--- config.mk ---
export PLATFORM = sky130hd
export DESIGN_NAME = divider_controller
export DESIGN_NICKNAME = d
export VERILOG_FILES = /design/src/rtl/divider_controller.sv
export SDC_FILE = /design/constraint.sdc
export NUM_CORES = 1
export LEC_CHECK = 0
export BUFFER_PORTS_ARGS = -buffer_cell sky130_fd_sc_hd__buf_4
export CAP_MARGIN = 30
export CORE_UTILIZATION = 66
export DETAILED_ROUTE_END_ITERATION = 7
export PLACE_DENSITY = 0.95
export RECOVER_POWER = 50
export SKIP_CTS_REPAIR_TIMING = 1
export SLEW_MARGIN = 10
export SYNTH_ARGS = -nofsm -noshare
export SYNTH_HDL_FRONTEND = slang
export SYNTH_SLANG_ARGS = --single-unit
--- constraint.sdc ---
create_clock -name clkC -period 6.51 [get_ports clkC]
set_clock_uncertainty 0.15 [all_clocks]
set_input_delay 1.302 -clock clkC [delete_from_list [all_inputs] [get_ports clkC]]
set_output_delay 1.302 -clock clkC [all_outputs]
set_load 0.02 [all_outputs]
--- src/rtl/divider_controller.sv ---
// Programmable frequency-divider controller: free-running counter with a selectable
// 8-bit window, plus a divide-by-2(N+1) square wave whose ratio changes only at half-period boundaries.
module divider_controller #(
    parameter int WIDTH   = 32,
    parameter int TAP_W   = 5,
    parameter int MAX_TAP = WIDTH - 8
) (
    input  logic             clkC,
    input  logic             reset,
    input  logic             enable,
    input  logic             cfg_valid,
    output logic             cfg_ready,
    input  logic [WIDTH-1:0] cfg_div,
    input  logic [TAP_W-1:0] cfg_tap,
    output logic             div_out,
    output logic             tick,
    output logic [7:0]       prescaled,
    output logic [1:0]       state
);

    typedef enum logic [1:0] {
        IDLE    = 2'b00,
        RUN     = 2'b01,
        PENDING = 2'b10
    } state_t;

    localparam logic [TAP_W-1:0] RESET_TAP = TAP_W'(22);
    localparam logic [TAP_W-1:0] TAP_LIMIT = TAP_W'(MAX_TAP);

    state_t           state_reg, state_next;
    logic [WIDTH-1:0] free_cnt_reg;
    logic [WIDTH-1:0] cnt_reg, cnt_next;
    logic [WIDTH-1:0] div_reg, div_next;
    logic [WIDTH-1:0] div_sh_reg, div_sh_next;
    logic [TAP_W-1:0] tap_reg, tap_next;
    logic [TAP_W-1:0] tap_sh_reg, tap_sh_next;
    logic             div_out_reg, div_out_next;
    logic             tick_reg, tick_next;

    logic             handshake;
    logic             terminal;
    logic [TAP_W-1:0] tap_clamped;

    assign cfg_ready   = (state_reg != PENDING);
    assign handshake   = cfg_valid && cfg_ready;
    assign terminal    = (cnt_reg == div_reg);
    assign tap_clamped = (cfg_tap > TAP_LIMIT) ? TAP_LIMIT : cfg_tap;

    always_comb begin
        state_next   = state_reg;
        cnt_next     = cnt_reg;
        div_next     = div_reg;
        tap_next     = tap_reg;
        div_sh_next  = div_sh_reg;
        tap_sh_next  = tap_sh_reg;
        div_out_next = div_out_reg;
        tick_next    = 1'b0;

        case (state_reg)
            IDLE: begin
                if (handshake) begin
                    div_next   = cfg_div;
                    tap_next   = tap_clamped;
                    cnt_next   = '0;
                    state_next = RUN;
                end
            end
            RUN: begin
                if (enable) begin
                    if (terminal) begin
                        cnt_next     = '0;
                        div_out_next = ~div_out_reg;
                        tick_next    = 1'b1;
                    end else begin
                        cnt_next = cnt_reg + 1'b1;
                    end
                end
                // A request landing on a terminal edge still toggles with the old ratio.
                if (handshake) begin
                    div_sh_next = cfg_div;
                    tap_sh_next = tap_clamped;
                    state_next  = PENDING;
                end
            end
            PENDING: begin
                if (enable) begin
                    if (terminal) begin
                        cnt_next     = '0;
                        div_out_next = ~div_out_reg;
                        tick_next    = 1'b1;
                        div_next     = div_sh_reg;
                        tap_next     = tap_sh_reg;
                        state_next   = RUN;
                    end else begin
                        cnt_next = cnt_reg + 1'b1;
                    end
                end
            end
            default: state_next = IDLE;
        endcase
    end

    always_ff @(posedge clkC) begin
        if (reset) begin
            state_reg    <= IDLE;
            free_cnt_reg <= '0;
            cnt_reg      <= '0;
            div_reg      <= '0;
            tap_reg      <= RESET_TAP;
            div_sh_reg   <= '0;
            tap_sh_reg   <= RESET_TAP;
            div_out_reg  <= 1'b0;
            tick_reg     <= 1'b0;
        end else begin
            state_reg    <= state_next;
            free_cnt_reg <= free_cnt_reg + 1'b1;
            cnt_reg      <= cnt_next;
            div_reg      <= div_next;
            tap_reg      <= tap_next;
            div_sh_reg   <= div_sh_next;
            tap_sh_reg   <= tap_sh_next;
            div_out_reg  <= div_out_next;
            tick_reg     <= tick_next;
        end
    end

    // Tap is clamped on entry, so tap_reg + 7 always stays inside free_cnt_reg.
    generate
        for (genvar gi = 0; gi < 8; gi++) begin : g_window
            assign prescaled[gi] = free_cnt_reg[tap_reg + TAP_W'(gi)];
        end
    endgenerate

    assign div_out = div_out_reg;
    assign tick    = tick_reg;
    assign state   = state_reg;

endmodule

==> impl_results.rst <==
.. list-table::
   :header-rows: 1

   * - Metric
     - Value
   * - Final routed wirelength across all metal layers
     - 21700 um
   * - Post-route non-filler standard cell count
     - 1035
   * - Clock buffer count from CTS
     - 17
   * - Mapped Nets
     - ~900
   * - Kind of cell adding the most delay to the critical path
     - buffers and inverters
   * - Worst-case setup slack after placement
     - about 1900 ps
   * - Sum of internal, switching and leakage power
     - 3.40 mW
   * - Post-layout minimum cycle time
     - 5240 ps
   * - Quantity of I/O buffers inserted on ports
     - 53
   * - Fraction of layout instances using a drive strength above 1
     - 17.8%
   * - Area of the core
     - 11700 sq um
   * - Root Buffer Master
     - sky130_fd_sc_hd__clkbuf_16
   * - Distinct cell type count of the synthesized netlist
     - 46
   * - Area fraction in compound gates after synthesis
     - 10.7%
   * - Area Overhead vs Synth
     - 11.9%
   * - Layout Utilization
     - 77.3%
   * - Number of global-route vias before repair
     - 6731
   * - CP Max Fanout
     - between 60 and 70
   * - # nets final
     - 935
   * - Run status
     - finished with violations
   * - Final worst setup slack
     - 1270 ps
   * - P per Cell Area
     - 378 nW/um^2
   * - First-iteration detailed-routing DRC count
     - 833
   * - Average wire length per cell after detail routing
     - 20.9 um
   * - Async set-or-reset flop fraction in the synthesized netlist
     - 0%
   * - GRT Total Usage
     - 35.5%
   * - Top cells by count, synth
     - sky130_fd_sc_hd__dfxtp_1 (142), sky130_fd_sc_hd__nand2_1 (112), sky130_fd_sc_hd__a21oi_1 (86)
   * - Placement row count
     - 39
   * - GP Congestion
     - 0.969
   * - Type of the worst min-delay path
     - flip-flop to flip-flop
   * - Post-synth EDFFs
     - 0
   * - Fmax
     - between 150 and 200 MHz
   * - Main combinational cell family by area after synthesis
     - multiplexers
   * - Simple-gate share of the synthesized area
     - 17.1%
   * - Mean instance size in the synthesized netlist
     - 9.36 sq um
   * - Gate count of the mapped netlist
     - 860
   * - Mux cell area share after synthesis
     - between 10% and 20%
   * - Area of all placed cells without fillers
     - 9010 sq um
   * - Share of synthesized cell area in full adder, half adder and majority cells
     - under 10%
   * - Initial antenna violation count
     - 0
   * - Clock sink total
     - 142
   * - Largest stage delay, worst path
     - 1880 ps
   * - Most used standard cell by instance count after synthesis
     - sky130_fd_sc_hd__dfxtp_1
   * - Synth warn
     - 0
   * - Wire length of the first global-routing pass
     - 34300 um
   * - Setup repair after global routing missed its margin
     - no
   * - Cells traversed along the worst timing path
     - clkbuf_1, clkbuf_1, nor2_1
   * - Yosys top cell area share
     - 35.3%
   * - Starting density of the core
     - 69.0%
   * - Most instantiated flip-flop cell in the synthesis netlist
     - sky130_fd_sc_hd__dfxtp_1
   * - Kind of launch point of the worst setup path
     - input port
   * - Total negative slack
     - 0 ps
   * - Die outline height
     - ~110 um
   * - Xor-xnor portion of the synthesized cell area
     - between 10 and 15%
   * - Critical path buffer and inverter count
     - 2
   * - Placed wire-length estimate
     - 13700 um
   * - H-tree levels
     - 4
   * - Placed Instances
     - 1002
   * - CP max stage cell
     - sky130_fd_sc_hd__clkbuf_1
   * - Portion of the post-synthesis area used by sequential elements
     - 35.3%
   * - # Max-Cap Violations
     - 2
   * - Count of inserted antenna diode cells
     - 0
   * - Leak pwr
     - a little over 3 nW
   * - Total number of vias
     - approximately 7k
   * - Area post-placement
     - 8430 sq um
   * - Minimum hold slack
     - 306 ps
   * - Number of detailed-routing iterations run before antenna repair
     - 7
   * - Die outline width
     - about 110 um
   * - Final setup violating endpoints
     - 0
   * - Violated checks
     - max-capacitance violations, max-slew violations
   * - Area leader, netlist
     - sky130_fd_sc_hd__dfxtp_1
   * - TritonCTS clock tree
     - yes
   * - Worst Path Required
     - around 6600 ps
   * - Slew at the pin with the worst max-slew slack
     - approximately 2700 ps
   * - Fraction of the cycle the final worst path needs
     - 80.5%
   * - Category of the worst setup path capture point
     - flip-flop
   * - Maximum number of pins on one net before global-route repair
     - 63
   * - Synth area leaders
     - sky130_fd_sc_hd__dfxtp_1 (35%), sky130_fd_sc_hd__mux4_2 (13%), sky130_fd_sc_hd__xnor2_1 (6.3%), sky130_fd_sc_hd__a21oi_1 (5.3%), sky130_fd_sc_hd__nand2_1 (5.2%)
   * - Register clock-pin slew on the reported worst setup and hold paths
     - 60 ps
   * - Most frequent cell on the critical path
     - sky130_fd_sc_hd__clkbuf_1
   * - Die outline area
     - 12600 sq um
   * - Number of filler instances in the final layout
     - 666
   * - Number of pins exceeding their max-slew limit in the final report
     - 120
   * - Number of DRC violations after detailed routing
     - 0
   * - Deepest clock path buffer count
     - 2
   * - Synth Cell Area
     - 8050 sq um
   * - Synthesis-stage register bit count
     - 142
   * - Final count of hold timing violations
     - 0
   * - Worst slew margin
     - -79.5%
   * - Avg Vias per Cell
     - 6.77
   * - Signal arrival time at the worst endpoint
     - 5290 ps
   * - Path type of the worst setup path
     - input port to flip-flop
   * - Total congestion overflow
     - 0
   * - Post-detailed-route count of antenna-violating nets
     - 0
   * - Worst IR drop on VDD
     - 0.288 mV
   * - Worst-Skew Late Latency
     - 430 ps
   * - Num ports
     - 54
## power breakdown
| part | internal [mW] | switching, mW |
|---|---|---|
| sequential | 1.01 | 0.155 |
| clock | 0.583 | 0.373 |
| combinational | 0.551 | 0.727 |
## worst reg2reg max path: stages (launching register included)
cell and delay (ps):
sky130_fd_sc_hd__dfxtp_1 500, sky130_fd_sc_hd__xnor2_2 200, sky130_fd_sc_hd__nand4_1 260, sky130_fd_sc_hd__nor4_4 520
sky130_fd_sc_hd__a21o_1 390, sky130_fd_sc_hd__buf_16 220, sky130_fd_sc_hd__and2_1 330, sky130_fd_sc_hd__buf_4 390
sky130_fd_sc_hd__a211oi_1 160
## placed cells by master, fill, tap and decap left out, types with 6 or more instances in the layout
cell,n
sky130_fd_sc_hd__dfxtp_1,141
sky130_fd_sc_hd__xor2_1,42
sky130_fd_sc_hd__nand4_1,25
sky130_fd_sc_hd__and3_1,6
sky130_fd_sc_hd__clkbuf_16,17
sky130_fd_sc_hd__inv_1,15
sky130_fd_sc_hd__a21oi_1,86
sky130_fd_sc_hd__nor2_1,77
sky130_fd_sc_hd__buf_4,56
sky130_fd_sc_hd__mux2_2,8
sky130_fd_sc_hd__a211oi_1,36
sky130_fd_sc_hd__nand3_1,22
sky130_fd_sc_hd__clkbuf_1,10
sky130_fd_sc_hd__xnor2_1,58
sky130_fd_sc_hd__nor3_1,8
sky130_fd_sc_hd__mux2i_1,39
sky130_fd_sc_hd__ha_1,14
sky130_fd_sc_hd__mux4_2,48
sky130_fd_sc_hd__nand2_1,112
## per-layer routing
layer  GRT usage (%)  vias to the layer above  routed length [um]
met5               0                        -                   0
met4            21.1                        0                1030
met3            9.34                      115                2210
met2            55.3                      486               10000
met1            44.7                     3301                8380
li1                -                     3100                   -
## layout make-up
type	count	area, sq um	share of cell area [%]
clock buffers	23	468	5.19
clock inverters	9	111	1.24
inverters	15	56.3	0.625
multi-input cells	640	4880	54.2
flip-flops and latches	142	2840	31.6
well taps	143	179	1.99
repair buffers	63	470	5.22
## path summary, 6_finish.rpt
path / end / start / cells past startpoint / slack (ps)
setup / recovery: free_cnt_reg[23]$_SDFF_PP0_ / reset / 3 / 1270
hold / removal: div_sh_reg[31]$_SDFFE_PP0P_ / div_sh_reg[31]$_SDFFE_PP0P_ / 2 / 310
setup reg to reg: div_reg[29]$_SDFFE_PP0P_ / cnt_reg[3]$_SDFFE_PP0P_ / 8 / 3130
hold reg to reg: div_sh_reg[31]$_SDFFE_PP0P_ / div_sh_reg[31]$_SDFFE_PP0P_ / 2 / 310
## logic make-up (layout without fill, tap and decap cells)
| logic type | after synthesis | in the layout |
|---|---|---|
| AND/OR/NAND/NOR | 286 | 286 |
| AO/OA/AOI/OAI | 143 | 143 |
| flip-flops | 142 | 142 |
| XOR/XNOR | 101 | 101 |
| multiplexers | 95 | 95 |
| buffers and inverters | 78 | 110 |
| adder cells (fa/ha/maj) | 15 | 15 |
(Power assumes the default switching activity.)
